==> config.mk <==
export PLATFORM = sky130hd
export DESIGN_NAME = dmem_issue_ctrl
export DESIGN_NICKNAME = d
export VERILOG_FILES = /design/src/rtl/rv32i_types.sv /design/src/rtl/dmem_pack.sv /design/src/rtl/dmem_issue_ctrl.sv
export SDC_FILE = /design/constraint.sdc
export NUM_CORES = 1
export LEC_CHECK = 0
export CAP_MARGIN = 20
export CORE_AREA = 2 2 146 148
export DETAILED_ROUTE_END_ITERATION = 8
export DIE_AREA = 0 0 148 150
export DONT_BUFFER_PORTS = 1
export HOLD_SLACK_MARGIN = 0.05
export SYNTH_ARGS = -nofsm -noshare
export SYNTH_HDL_FRONTEND = slang
export SYNTH_HIERARCHICAL = 1
export SYNTH_SLANG_ARGS = --single-unit
==> constraint.sdc <==
create_clock -name clk -period 3.35 [get_ports clk]
set_input_delay 0.67 -clock clk [delete_from_list [all_inputs] [get_ports clk]]
set_output_delay 0.67 -clock clk [all_outputs]
set_load 0.005 [all_outputs]
==> src/rtl/rv32i_types.sv <==
// Shared RV32I load/store types: LSQ entry layout, opcode and funct3 encodings,
// the memory-issue controller state enum and a byte-lane mask helper.
package rv32i_types;

  localparam logic [6:0] OP_LOAD  = 7'b0000011;
  localparam logic [6:0] OP_STORE = 7'b0100011;

  typedef enum logic [2:0] {
    LB  = 3'b000,
    LH  = 3'b001,
    LW  = 3'b010,
    LBU = 3'b100,
    LHU = 3'b101
  } load_funct3_t;

  typedef enum logic [2:0] {
    SB = 3'b000,
    SH = 3'b001,
    SW = 3'b010
  } store_funct3_t;

  typedef struct packed {
    logic [3:0]  tag;
    logic [6:0]  opcode;
    logic [2:0]  funct3;
    logic [31:0] addr;
    logic [31:0] data;
  } lsq_t;

  typedef enum logic [1:0] {
    IDLE  = 2'd0,
    ISSUE = 2'd1,
    WAIT  = 2'd2,
    DRAIN = 2'd3
  } dmem_ctrl_state_t;

  localparam logic [1:0] SZ_BYTE = 2'd0;
  localparam logic [1:0] SZ_HALF = 2'd1;
  localparam logic [1:0] SZ_WORD = 2'd2;

  // Byte-lane mask for an access of the given size at the given byte offset.
  function automatic logic [3:0] lane_mask(input logic [1:0] size, input logic [1:0] off);
    logic [3:0] m;
    case (size)
      SZ_BYTE: m = 4'b0001 << off;
      SZ_HALF: m = 4'b0011 << off;
      SZ_WORD: m = 4'b1111;
      default: m = 4'b0000;
    endcase
    return m;
  endfunction

endpackage

==> src/rtl/dmem_pack.sv <==
// Combinational request alignment: word-aligned address, byte-lane masks and
// lane-shifted store data for one LSQ entry. All outputs are zero when not
// enabled or when funct3 does not encode a legal access of the given type.
module dmem_pack
  import rv32i_types::*;
(
  input  logic        en_i,
  input  logic        is_store_i,
  input  logic [31:0] addr_i,
  input  logic [31:0] data_i,
  input  logic [2:0]  funct3_i,
  output logic [31:0] addr_o,
  output logic [3:0]  rmask_o,
  output logic [3:0]  wmask_o,
  output logic [31:0] wdata_o
);

  logic [1:0]  off_s;
  logic [4:0]  shamt_s;
  logic [31:0] word_addr_s;

  assign off_s       = addr_i[1:0];
  assign shamt_s     = {off_s, 3'b000};
  assign word_addr_s = {addr_i[31:2], 2'b00};

  // Decode funct3 into masks/data lanes for the registered access.
  always_comb begin
    addr_o  = 32'h0000_0000;
    rmask_o = 4'b0000;
    wmask_o = 4'b0000;
    wdata_o = 32'h0000_0000;
    if (en_i) begin
      if (is_store_i) begin
        case (funct3_i)
          SB: begin
            addr_o  = word_addr_s;
            wmask_o = lane_mask(SZ_BYTE, off_s);
            wdata_o = {24'h00_0000, data_i[7:0]} << shamt_s;
          end
          SH: begin
            addr_o  = word_addr_s;
            wmask_o = lane_mask(SZ_HALF, off_s);
            wdata_o = {16'h0000, data_i[15:0]} << shamt_s;
          end
          SW: begin
            addr_o  = word_addr_s;
            wmask_o = lane_mask(SZ_WORD, off_s);
            wdata_o = data_i;
          end
          default: begin
            addr_o  = 32'h0000_0000;
            wmask_o = 4'b0000;
            wdata_o = 32'h0000_0000;
          end
        endcase
      end else begin
        case (funct3_i)
          LB, LBU: begin
            addr_o  = word_addr_s;
            rmask_o = lane_mask(SZ_BYTE, off_s);
          end
          LH, LHU: begin
            addr_o  = word_addr_s;
            rmask_o = lane_mask(SZ_HALF, off_s);
          end
          LW: begin
            addr_o  = word_addr_s;
            rmask_o = lane_mask(SZ_WORD, off_s);
          end
          default: begin
            addr_o  = 32'h0000_0000;
            rmask_o = 4'b0000;
          end
        endcase
      end
    end else begin
      addr_o  = 32'h0000_0000;
      rmask_o = 4'b0000;
      wmask_o = 4'b0000;
      wdata_o = 32'h0000_0000;
    end
  end

endmodule

==> src/rtl/dmem_issue_ctrl.sv <==
// Data-memory issue controller: arbitrates between the load-queue head and the
// committed store-queue head, keeps one request outstanding, and handles flush
// of speculative loads (stores always complete). Store grants are bounded to
// STORE_STREAK_MAX in a row while a load is waiting.
module dmem_issue_ctrl
  import rv32i_types::*;
#(
  parameter int unsigned STORE_STREAK_MAX = 3
) (
  input  logic        clk,
  input  logic        rst,
  input  logic        flush,
  input  logic        ld_req_valid,
  input  lsq_t        ld_req,
  output logic        ld_req_ready,
  input  logic        st_req_valid,
  input  lsq_t        st_req,
  output logic        st_req_ready,
  output logic [31:0] dmem_addr,
  output logic [3:0]  dmem_rmask,
  output logic [3:0]  dmem_wmask,
  output logic [31:0] dmem_wdata,
  input  logic [31:0] dmem_rdata,
  input  logic        dmem_resp,
  output logic        ld_done_valid,
  output lsq_t        ld_done_entry,
  output logic [31:0] ld_done_rdata,
  output logic        st_done_valid
);

  localparam int unsigned STREAK_W = (STORE_STREAK_MAX < 1) ? 1 : $clog2(STORE_STREAK_MAX + 1);
  localparam logic [STREAK_W-1:0] STREAK_SAT = STREAK_W'(STORE_STREAK_MAX);

  dmem_ctrl_state_t    state_q, state_d;
  logic [STREAK_W-1:0] streak_q, streak_d;
  lsq_t                entry_q, entry_d;
  logic                is_store_q, is_store_d;
  logic                ld_done_valid_q, ld_done_valid_d;
  logic                st_done_valid_q, st_done_valid_d;
  lsq_t                ld_done_entry_q, ld_done_entry_d;
  logic [31:0]         ld_done_rdata_q, ld_done_rdata_d;
  logic                pack_en_s;
  logic                ld_grant_s;
  logic                st_grant_s;

  // State, streak, entry and completion registers with synchronous reset.
  always_ff @(posedge clk) begin
    if (rst) begin
      state_q         <= IDLE;
      streak_q        <= '0;
      entry_q         <= '0;
      is_store_q      <= 1'b0;
      ld_done_valid_q <= 1'b0;
      st_done_valid_q <= 1'b0;
      ld_done_entry_q <= '0;
      ld_done_rdata_q <= 32'h0000_0000;
    end else begin
      state_q         <= state_d;
      streak_q        <= streak_d;
      entry_q         <= entry_d;
      is_store_q      <= is_store_d;
      ld_done_valid_q <= ld_done_valid_d;
      st_done_valid_q <= st_done_valid_d;
      ld_done_entry_q <= ld_done_entry_d;
      ld_done_rdata_q <= ld_done_rdata_d;
    end
  end

  // Arbitration, next-state and completion logic.
  always_comb begin
    state_d         = state_q;
    streak_d        = streak_q;
    entry_d         = entry_q;
    is_store_d      = is_store_q;
    ld_done_valid_d = 1'b0;
    st_done_valid_d = 1'b0;
    ld_done_entry_d = ld_done_entry_q;
    ld_done_rdata_d = ld_done_rdata_q;
    ld_req_ready    = 1'b0;
    st_req_ready    = 1'b0;
    pack_en_s       = 1'b0;

    // Load wins only when no store is offered or the store streak is used up;
    // a flush blocks loads but leaves stores grantable.
    if (state_q == IDLE) begin
      if (!flush && ld_req_valid && (!st_req_valid || (streak_q == STREAK_SAT))) begin
        ld_req_ready = 1'b1;
      end else begin
        st_req_ready = 1'b1;
      end
    end else begin
      ld_req_ready = 1'b0;
      st_req_ready = 1'b0;
    end

    ld_grant_s = ld_req_valid && ld_req_ready;
    st_grant_s = st_req_valid && st_req_ready;

    if (!ld_req_valid || ld_grant_s) begin
      streak_d = '0;
    end else if (st_grant_s && (streak_q != STREAK_SAT)) begin
      streak_d = streak_q + STREAK_W'(1);
    end else begin
      streak_d = streak_q;
    end

    case (state_q)
      IDLE: begin
        if (st_grant_s) begin
          entry_d    = st_req;
          is_store_d = 1'b1;
          state_d    = ISSUE;
        end else if (ld_grant_s) begin
          entry_d    = ld_req;
          is_store_d = 1'b0;
          state_d    = ISSUE;
        end else begin
          state_d = IDLE;
        end
      end
      ISSUE: begin
        // A flushed load never reaches memory.
        if (!is_store_q && flush) begin
          state_d = IDLE;
        end else begin
          pack_en_s = 1'b1;
          state_d   = WAIT;
        end
      end
      WAIT: begin
        if (dmem_resp) begin
          state_d = IDLE;
          if (is_store_q) begin
            st_done_valid_d = 1'b1;
          end else if (!flush) begin
            ld_done_valid_d = 1'b1;
            ld_done_entry_d = entry_q;
            ld_done_rdata_d = dmem_rdata;
          end else begin
            ld_done_valid_d = 1'b0;
          end
        end else if (!is_store_q && flush) begin
          state_d = DRAIN;
        end else begin
          state_d = WAIT;
        end
      end
      DRAIN: begin
        if (dmem_resp) begin
          state_d = IDLE;
        end else begin
          state_d = DRAIN;
        end
      end
      default: begin
        state_d = IDLE;
      end
    endcase
  end

  dmem_pack u_pack (
    .en_i       (pack_en_s),
    .is_store_i (is_store_q),
    .addr_i     (entry_q.addr),
    .data_i     (entry_q.data),
    .funct3_i   (entry_q.funct3),
    .addr_o     (dmem_addr),
    .rmask_o    (dmem_rmask),
    .wmask_o    (dmem_wmask),
    .wdata_o    (dmem_wdata)
  );

  assign ld_done_valid = ld_done_valid_q;
  assign ld_done_entry = ld_done_entry_q;
  assign ld_done_rdata = ld_done_rdata_q;
  assign st_done_valid = st_done_valid_q;

endmodule

==> summary.txt <==
status: complete, no violations
ANT nets after route: 0
DRC: 0
vias per cell: 5.616
Post-Layout Cell Count: 1,329
Filler cells: 2,129
Placed Instances: 1,297
Longest Clk Path Bufs: 2
worst slew pin tran: 691.6 ps
critical path class: reg -> out
setup violators final: 0
multi-input logic area: 4258 µm²
Post-synth top flop: dfxtp_1
Mapped Area: 8627 µm²
DRT Pass-1 Iters: 6
Fin. Hold Viols: 0
Peak Freq: 0.3154 GHz
TritonCTS buffer count: 17
max-cap violation count: 0
Post-CTS Resized: 0
GPL Wtd Cong: 0.9049
core region area: 20,690 µm²
First DRT Iteration DRCs: 396
largest net degree at the start of global routing: 195
DP Area: 8696 µm²
total grt overflow: 0
clock sinks: 195
clk slew on worst S/H paths: 80 ps
fin crit period: 3170 ps
clk root buf: clkbuf_16
storage element area: 3904 µm²
Crit path largest cell delay: 460 ps
final setup margin: 179.8 ps
routed vias: 7,463
RSZ-0062 raised after global routing: false
total die area: 22,200 µm²
clock skew after layout: 16.85 ps
share of layout cells above drive strength 1: 0.08444
Peak supply drop: 0.2937 mV
PwrDens: 570.0 nW/µm²
Hold WS: 297.0 ps
Post-synth EDFFs: 0
overall routing resource usage: 0.2391
HPWL after detailed placement: 19.82 mm
Slowest cell on crit path: nor3b_4
CP startpoint kind: flop
Post-Synthesis Cells: 1,092
CP Capture Type: output pin
critical path data arrival time: 2500 ps
initial antenna violation count: 0
finished layout cell area: 9299 µm²
HP Class: in -> reg
fin util: 0.4494
worst-skew pair later-pin latency: 430 ps
initial core utilization: 0.4170
input/output buffers: 0
Synth async-reset ratio: 0
YS warnings: 6
flops & latches, synth: 195
CP Max Fanout: 9
DRT Wirelength: 28.16 mm
Place WS: 321.2 ps
setup TNS: 0 ps
Total Power: 5.300 mW
TritonCTS clock tree: built
sequential area share after synthesis: 0.4525
H-tree lvl count: 4
nets@finish: 1,240
Final Cycle Share: 0.9463
Top Ports: 380
global-route wire length before repair: 40.93 mm
synthesized area per cell: 7.900 µm²
CP required: 2680 ps
CP Cell Sequence: nor3b_1 -> buf_12 -> and4b_1 -> nor3b_4 -> a221o_1
Antenna Cells: 0
number of global-route vias before repair: 6,710
Die X: 148 µm
Layout Area Growth over Synthesis: 7.788%
relative max-transition margin: 0.5389
Row Count: 53
Synth cell types: 47
Pleak: 3.334 nW
# hold bufs at CTS: 0
max-slew violation count: 0
# Post-CTS Setup Buffers: 0
Die H: 150 µm
average wire per standard cell: 21.19 µm
## cells in the mapped netlist, drive strengths merged (2+ instances only)
| cell type | n | area [µm²] |
|---|---|---|
| nand2 | 301 | 1130 |
| a21oi | 199 | 996.0 |
| dfxtp | 195 | 3904 |
| nor2 | 91 | 349.1 |
| a211oi | 78 | 670.6 |
| buf | 54 | 361.6 |
| and2 | 40 | 250.2 |
| clkbuf | 38 | 142.6 |
| and3 | 19 | 118.9 |
| a221o | 16 | 160.2 |
| a22o | 8 | 70.07 |
| nand2b | 7 | 43.79 |
| ha | 5 | 62.56 |
| nand3b | 4 | 33.78 |
| o21ai | 4 | 23.77 |
| nor2b | 3 | 21.27 |
| nor3b | 3 | 33.78 |
| or2 | 3 | 18.77 |
| a21o | 2 | 15.01 |
| inv | 2 | 7.510 |
| o21a | 2 | 15.01 |
| o22a | 2 | 17.52 |
| or3 | 2 | 12.51 |
## cells in the final DEF (no fill, tap or decap), types with 3 or more instances in the layout
master / instances
a211oi_1: 61
a211oi_2: 17
o21ai_0: 3
nor2_1: 90
ha_1: 5
clkbuf_16: 17
buf_4: 19
and3_1: 18
a221o_1: 16
and2_1: 39
nand2b_1: 7
a22o_1: 8
dfxtp_1: 195
inv_6: 5
nand3b_1: 3
clkinv_8: 4
nand2_1: 301
a21oi_1: 199
or2_2: 3
## critical path, delay by kind of cell, from the launching register on
family	cells	cell delay, ps
AOI/OAI and AO/OA	1	260
buffers and inverters	1	180
DFF	1	430
and+or+nand+nor	3	1200
## power by group
part	total, mW	internal, mW	switching (mW)
clock	2.07	1.02	1.05
sequential	2.61	2.44	0.165
combinational	0.616	0.228	0.388
total	5.30	3.69	1.61
## kinds of logic (layout without fill, tap and decap cells)
kind of cell | count (synthesis) | count (layout) | share of synthesized area
muxes | 1 | 1 | 0.001160
xor gates and xnor gates | 1 | 1 | 0.001015
and+or+nand+nor | 481 | 481 | 0.2450
adders and majority gates | 5 | 5 | 0.007252
AOI/OAI and AO/OA | 314 | 314 | 0.2334
other | 1 | 2 | 0.0004347
DFF | 195 | 195 | 0.4525
buffers and inverters | 94 | 55 | 0.05932
## per-layer routing
layer	wire length (µm)	track usage	vias to the layer above
li1	-	-	3600
met1	11260	0.2898	3519
met2	13640	0.4019	314
met3	2620	0.08018	30
met4	642	0.07476	0
met5	0	0	-
## sequential cells by signal, indices dropped and copies added, names as in the netlist
register / flops
state_q: 2
ld_done_rdata: 32
ld_done_valid: 1
streak_q: 2
entry_q: 78
ld_done_entry: 78
is_store_q: 1
st_done_valid: 1
## final timing paths
kind                            startpoint                        endpoint  slack, ps  cells past startpoint
setup reg to reg  streak_q[0]$_SDFFE_PP0P_        entry_q[64]$_SDFFE_PP0P_       1300                      6
hold reg to reg   entry_q[75]$_SDFFE_PP0P_  ld_done_entry[75]$_SDFFE_PP0P_        440                      2
setup / recovery     state_q[0]$_SDFF_PP0_                  dmem_wdata[29]        180                      5
hold / removal                         rst  ld_done_entry[38]$_SDFFE_PP0P_        300                      1
## layout make-up
cell class              instances  share of cell area
multi-input cells             804              0.4579
flip-flops and latches        195              0.4198
clock buffers                  17             0.04575
well taps                     275             0.03700
repair buffers                 21             0.01964
clock inverters                15             0.01911
inverters                       2           0.0008073
(Power assumes the default switching activity.)
